===== config.mk =====
export PLATFORM = sky130hd
export DESIGN_NAME = hcsr04_echo_emulator
export DESIGN_NICKNAME = d
export VERILOG_FILES = /design/src/rtl/hcsr04_pkg.sv /design/src/rtl/hcsr04_echo_emulator_tick.sv /design/src/rtl/hcsr04_echo_emulator.sv
export SDC_FILE = /design/constraint.sdc
export NUM_CORES = 1
export LEC_CHECK = 0
export ABC_AREA = 1
export BUFFER_PORTS_ARGS = -buffer_cell sky130_fd_sc_hd__buf_2
export CAP_MARGIN = 20
export CELL_PAD_IN_SITES_DETAIL_PLACEMENT = 1
export CELL_PAD_IN_SITES_GLOBAL_PLACEMENT = 1
export CORE_ASPECT_RATIO = 0.5
export CORE_MARGIN = 3
export CORE_UTILIZATION = 30
export DETAILED_ROUTE_END_ITERATION = 6
export HOLD_SLACK_MARGIN = 0.1
export PLACE_DENSITY = 0.66
export SLEW_MARGIN = 0
export SYNTH_ARGS = -nofsm -noshare
export SYNTH_HDL_FRONTEND = slang
export SYNTH_SLANG_ARGS = --single-unit
export TNS_END_PERCENT = 10

===== constraint.sdc =====
create_clock -name clk -period 6.75 [get_ports clk]
set_clock_uncertainty 0.2 [all_clocks]
set_input_delay 0.675 -clock clk [delete_from_list [all_inputs] [get_ports clk]]
set_output_delay 0.675 -clock clk [all_outputs]
set_load 0.01 [all_outputs]

===== src/rtl/hcsr04_pkg.sv =====
// Shared HC-SR04 constants, state codes and echo-width helper.
// HCSR04_EMU_TIMEOUT_EN selects the 38 ms no-object echo instead of clamping.
package hcsr04_pkg;

   localparam logic [2:0] ST_IDLE  = 3'd0;
   localparam logic [2:0] ST_TRIG  = 3'd1;
   localparam logic [2:0] ST_DELAY = 3'd2;
   localparam logic [2:0] ST_ECHO  = 3'd3;
   localparam logic [2:0] ST_HOLD  = 3'd4;

   localparam int US_PER_CM  = 58;
   localparam int TIMEOUT_US = 38_000;
   localparam int MIN_CM     = 2;

   // Echo width in microseconds for a latched distance.
   function automatic logic [21:0] echo_width_us(
      input logic [15:0] d,
      input logic [15:0] max_cm
   );
      logic [15:0] eff;
`ifdef HCSR04_EMU_TIMEOUT_EN
      eff = d;
      if (d == 16'd0 || d > max_cm) return 22'(TIMEOUT_US);
`else
      if (d < 16'(MIN_CM))  eff = 16'(MIN_CM);
      else if (d > max_cm)  eff = max_cm;
      else                  eff = d;
`endif
      return 22'(eff) * 22'(US_PER_CM);
   endfunction

endpackage


===== src/rtl/hcsr04_echo_emulator_tick.sv =====
// Microsecond prescaler: one-cycle tick every US_TICKS clocks.
// A synchronous restart realigns the tick phase to a state entry.
module tick_gen_us #(
   parameter int US_TICKS = 50
) (
   input  logic clk,
   input  logic reset,
   input  logic i_restart,
   output logic o_tick
);
   localparam int CW = $clog2(US_TICKS + 1);

   logic [CW-1:0] r_cnt;

   assign o_tick = (r_cnt == CW'(US_TICKS - 1));

   always_ff @(posedge clk or posedge reset) begin
      if (reset)          r_cnt <= '0;
      else if (i_restart) r_cnt <= '0;
      else if (o_tick)    r_cnt <= '0;
      else                r_cnt <= r_cnt + 1'b1;
   end

endmodule


===== src/rtl/hcsr04_echo_emulator.sv =====
// HC-SR04 sensor stand-in: validates trigger, delays, emits distance echo.
// Optional HCSR04_EMU_TIMEOUT_EN (see hcsr04_pkg) gives the no-object echo.
module hcsr04_echo_emulator
   import hcsr04_pkg::*;
#(
   parameter int CLK_FREQ      = 50_000_000,
   parameter int TRIG_MIN_US   = 10,
   parameter int ECHO_DELAY_US = 250,
   parameter int HOLDOFF_US    = 60_000,
   parameter int MAX_CM        = 400
) (
   input  logic        clk,
   input  logic        reset,
   input  logic        trigger,
   input  logic [15:0] distance_cm,
   output logic        echo,
   output logic        busy,
   output logic        trig_err
);
   localparam int          US_TICKS = CLK_FREQ / 1_000_000;
   localparam logic [21:0] TRIG_CYC = 22'(TRIG_MIN_US * US_TICKS);
   localparam logic [21:0] DLY_LAST = 22'(ECHO_DELAY_US - 1);
   localparam logic [21:0] HLD_LAST = 22'(HOLDOFF_US - 1);

   logic        r_sync1, r_sync2, r_trig_d;
   logic [2:0]  r_state, w_next;
   logic [21:0] r_cnt;
   logic [15:0] r_dist;
   logic        r_echo, r_busy, r_err;
   logic        w_rise, w_fall, w_long, w_tick, w_restart;
   logic        w_echo_n, w_busy_n, w_err_n;
   logic [21:0] w_wid_last;

   assign w_rise     = r_sync2 & ~r_trig_d;
   assign w_fall     = ~r_sync2 & r_trig_d;
   assign w_long     = (r_cnt >= TRIG_CYC);
   assign w_wid_last = echo_width_us(r_dist, 16'(MAX_CM)) - 22'd1;
   assign w_restart  = (w_next != r_state) &&
                       (w_next == ST_DELAY || w_next == ST_ECHO ||
                        w_next == ST_HOLD);

   tick_gen_us #(.US_TICKS(US_TICKS)) u_tick (
      .clk       (clk),
      .reset     (reset),
      .i_restart (w_restart),
      .o_tick    (w_tick)
   );

   always_ff @(posedge clk or posedge reset) begin
      if (reset) begin
         r_sync1  <= 1'b0;
         r_sync2  <= 1'b0;
         r_trig_d <= 1'b0;
         r_state  <= ST_IDLE;
         r_cnt    <= '0;
         r_dist   <= '0;
         r_echo   <= 1'b0;
         r_busy   <= 1'b0;
         r_err    <= 1'b0;
      end else begin
         r_sync1  <= trigger;
         r_sync2  <= r_sync1;
         r_trig_d <= r_sync2;
         r_state  <= w_next;
         r_echo   <= w_echo_n;
         r_busy   <= w_busy_n;
         r_err    <= w_err_n;
         if (r_state == ST_TRIG && w_fall && w_long)
            r_dist <= distance_cm;
         // The rising-edge cycle is itself a high cycle, so it counts as 1.
         if (w_restart)
            r_cnt <= '0;
         else if (r_state == ST_IDLE)
            r_cnt <= {21'd0, w_rise};
         else if (r_state == ST_TRIG) begin
            if (r_sync2 && !w_long) r_cnt <= r_cnt + 22'd1;
         end else if (w_tick)
            r_cnt <= r_cnt + 22'd1;
      end
   end

   always_comb begin
      w_next = r_state;
      case (r_state)
         ST_IDLE:  if (w_rise) w_next = ST_TRIG;
         ST_TRIG:  if (w_fall) w_next = w_long ? ST_DELAY : ST_IDLE;
         ST_DELAY: if (w_tick && r_cnt == DLY_LAST)   w_next = ST_ECHO;
         ST_ECHO:  if (w_tick && r_cnt == w_wid_last) w_next = ST_HOLD;
         ST_HOLD:  if (w_tick && r_cnt == HLD_LAST)   w_next = ST_IDLE;
         default:  w_next = ST_IDLE;
      endcase
   end

   always_comb begin
      w_echo_n = (w_next == ST_ECHO);
      w_busy_n = (w_next == ST_DELAY) || (w_next == ST_ECHO) ||
                 (w_next == ST_HOLD);
      w_err_n  = (r_state == ST_TRIG) && w_fall && !w_long;
   end

   assign echo     = r_echo;
   assign busy     = r_busy;
   assign trig_err = r_err;

endmodule

==> results.sh <==
export IMPL_status="complete, no violations"
export IMPL_fillCellCount=2646
export IMPL_core_area_mm2=0.02013
export IMPL_dr_wl_met2_mm=8.389
export IMPL_ys_flop_type="dfrtp_1"
export IMPL_p_comb_frac=0.422
export IMPL_synth_area_mm2=0.006372
export IMPL_slew_headroom=0.4826
export IMPL_setup_viol=0
export IMPL_cts_tree="done"
export IMPL_multi_input_area_mm2=0.004562
export IMPL_seq_area_frac_synth=0.2081
export IMPL_synth_top_area_cell="dfrtp_1"
export IMPL_power_leakage_nw=3.775
export IMPL_crit_path_end_kind="register"
export IMPL_critPathMaxStageDelay_ns=0.49
export IMPL_synthTopCellsByArea="dfrtp_1 (21%), nand2_1 (19%), ha_1 (9.4%)"
export IMPL_yosysMostFrequentCell="nand2_1"
export IMPL_vdd_drop_max_mv=0.07767
export IMPL_wl_mm=19.07
export IMPL_final_min_clock_period_ns=6.200
export IMPL_synth_edff_count=0
export IMPL_synth_seq_cells=53
export IMPL_first_pass_iters=4
export IMPL_switching_share=0.3924
export IMPL_placedCellCount=1311
export IMPL_cp_common_cell="nand2_1"
export IMPL_fin_cells=1322
export IMPL_wl_per_cell_um=14.42
export IMPL_cts_reportedPaths_clkPinSlew_ns=0.07
export IMPL_synth_async_reset_ratio=1.000
export IMPL_seqCellArea_mm2=0.001328
export IMPL_fmax_mhz=161.3
export IMPL_ant_nets=0
export IMPL_wl_met3_um=446
export IMPL_min_path_type="reg -> reg"
export IMPL_htreeDepth=2
export IMPL_power_mw=1.077
export IMPL_grt_pass1_wl_mm=33.00
export IMPL_met1_length_mm=10.04
export IMPL_port_buffers=21
export IMPL_overflow=0
export IMPL_crit_type="reg -> reg"
export IMPL_num_vias=6345
export IMPL_yosysTopAreaCellShare=0.2081
export IMPL_cts_hold_repair_buffers=0
export IMPL_fp_dieArea_mm2=0.02313
export IMPL_finalMaxSlewViolations=0
export IMPL_synthToLayoutAreaGrowth_pct=12.90
export IMPL_synth_cells=1003
export IMPL_clock_sinks=53
export IMPL_syn_area_per_cell_um2=6.353
export IMPL_pin_count=22
export IMPL_ys_warn_count=0
export IMPL_finalHoldViolCount=0
export IMPL_clock_power_share=0.283
export IMPL_final_core_util=0.3573
export IMPL_finalCritPeriodShare=0.9185
export IMPL_power_density_mw_per_mm2=149.8
export IMPL_arrival_ns=6.19
export IMPL_antenna_found_initial=0
export IMPL_critPathLaunchType="register"
export IMPL_insertion_delay_ns=0.30
export IMPL_cts_buffers=5
export IMPL_p_switching_mw=0.4228
export IMPL_die_x_um=212.1
export IMPL_ys_types=39
export IMPL_gp_congestion=0.8388
export IMPL_clock_path_buffers=2
export IMPL_die_h_um=109.1
export IMPL_first_global_vias=6818
export IMPL_root_buffer="clkbuf_16"
export IMPL_start_util=0.3165
export IMPL_grt_max_degree=54
export IMPL_n_antenna_cell=0
export IMPL_crit_required_ns=6.74
export IMPL_maxUsedRoutingLayer="met4"
export IMPL_internal_power_mw=0.6546
export IMPL_synthTopCellsByCount="nand2_1 (320), inv_1 (153), nand3_1 (114)"
export IMPL_seqPwrFrac=0.296
export IMPL_fin_nets=1149
export IMPL_row_count=36
export IMPL_dp_hpwl_mm=15.87
export IMPL_drv_cap=0
export IMPL_grtUsageTotal=0.1742
export IMPL_drcViolationCount=0
export IMPL_drtIter0Drc=243
export IMPL_crit_slowest_cell="fa_1"
export IMPL_viasPerCell=4.800
export IMPL_layout_drive_gt1_share=0.08996
export IMPL_worstMarginPinSlew_ns=0.7753
export IMPL_fin_setup_tns_ns=0
export IMPL_worstPathMaxFanout=11
## layout make-up
class                           instances  share of cell area
Inverter                              156             0.08139
Sequential cell                        53              0.1845
Multi-Input combinational cell        805              0.6341
Tap cell                              266             0.04626
Timing Repair Buffer                   34             0.02922
Clock inverter                          2            0.005217
Clock buffer                            6             0.01930
## power groups by stage
stage	Combinational [mW]	Clock, mW	Sequential [mW]
after floorplan	0.339	0	0.325
after global placement	0.387	0	0.325
after detailed placement	0.395	0	0.325
after CTS	0.396	0.315	0.318
after global routing	0.529	0.328	0.319
final	0.454	0.305	0.319
## metrics by stage
step,setup WS [ns],hold slack [ns],area (µm²)
2_1_floorplan,1.240,0.1312,6485
3_3_place_gp,0.2872,0.1326,6889
3_5_place_dp,0.1524,0.1381,6889
4_1_cts,0.09208,0.1549,7066
5_1_grt,-0.005687,0.1630,7194
6_report,0.5500,0.1522,7194
## per-layer routing
layer | up-vias | GRT usage
met3 | 14 | 0.01121
li1 | 3227 | -
met4 | 0 | 0.03246
met1 | 3048 | 0.2461
met2 | 56 | 0.2977
met5 | - | 0
## logic make-up after synthesis
group,Yosys count,share of synthesized area
other,2,0.001179
XOR/XNOR,16,0.02415
AO/OA/AOI/OAI,63,0.05321
buffers and inverters,175,0.1090
adder cells (fa/ha/maj),75,0.1791
flip-flops,53,0.2081
AND/OR/NAND/NOR,619,0.4253
## timing repair
action                                 4_1_cts  5_1_grt
buffers inserted                             0        3
setup endpoints to repair                    0       29
gates resized for setup                      0       27
endpoints found under the hold margin        0        0
## registers in the layout, indices dropped and copies added (netlist names)
signal	flops
r_dist	16
r_trig_d	1
u_tick.r_cnt	6
r_sync2	1
r_sync1	1
echo	1
trig_err	1
busy	1
r_state	3
r_cnt	22
## worst paths after layout
check	end	cells after the start	startpoint	slack, ns
worst max-delay path	r_cnt[9]$_DFFE_PP0P_	34	r_dist[4]$_DFFE_PP0P_	0.55
worst min-delay path	r_sync2$_DFF_PP0_	0	r_sync1$_DFF_PP0_	0.15
worst max register to register	r_cnt[9]$_DFFE_PP0P_	34	r_dist[4]$_DFFE_PP0P_	0.55
worst min register to register	r_sync2$_DFF_PP0_	0	r_sync1$_DFF_PP0_	0.15
max in group asynchronous	r_dist[0]$_DFFE_PP0P_	3	reset	5.46
min in group asynchronous	trig_err$_DFF_PP0_	3	reset	0.37
## cells in the final DEF (no fill, tap or decap), drive strengths merged, types with 7 or more instances in the layout
master	netlist	final
nor3	24	24
nand2	332	332
a21oi	36	36
or2	7	7
dfrtp	53	53
fa	27	27
nor2	108	108
conb	2	32
buf	13	34
nand3b	7	7
nand3	118	118
xor2	12	12
inv	156	156
ha	48	48
o21ai	19	19
nand4	17	17
## critical path, delay by kind of cell (launching register included)
family                     cells  cell delay [ns]
buffers and inverters          3             0.47
DFF                            1             0.44
adders and majority gates      4             1.75
and+or+nand+nor               25             2.96
AOI/OAI and AO/OA              2             0.27
Power figures use the tool's default switching activity.
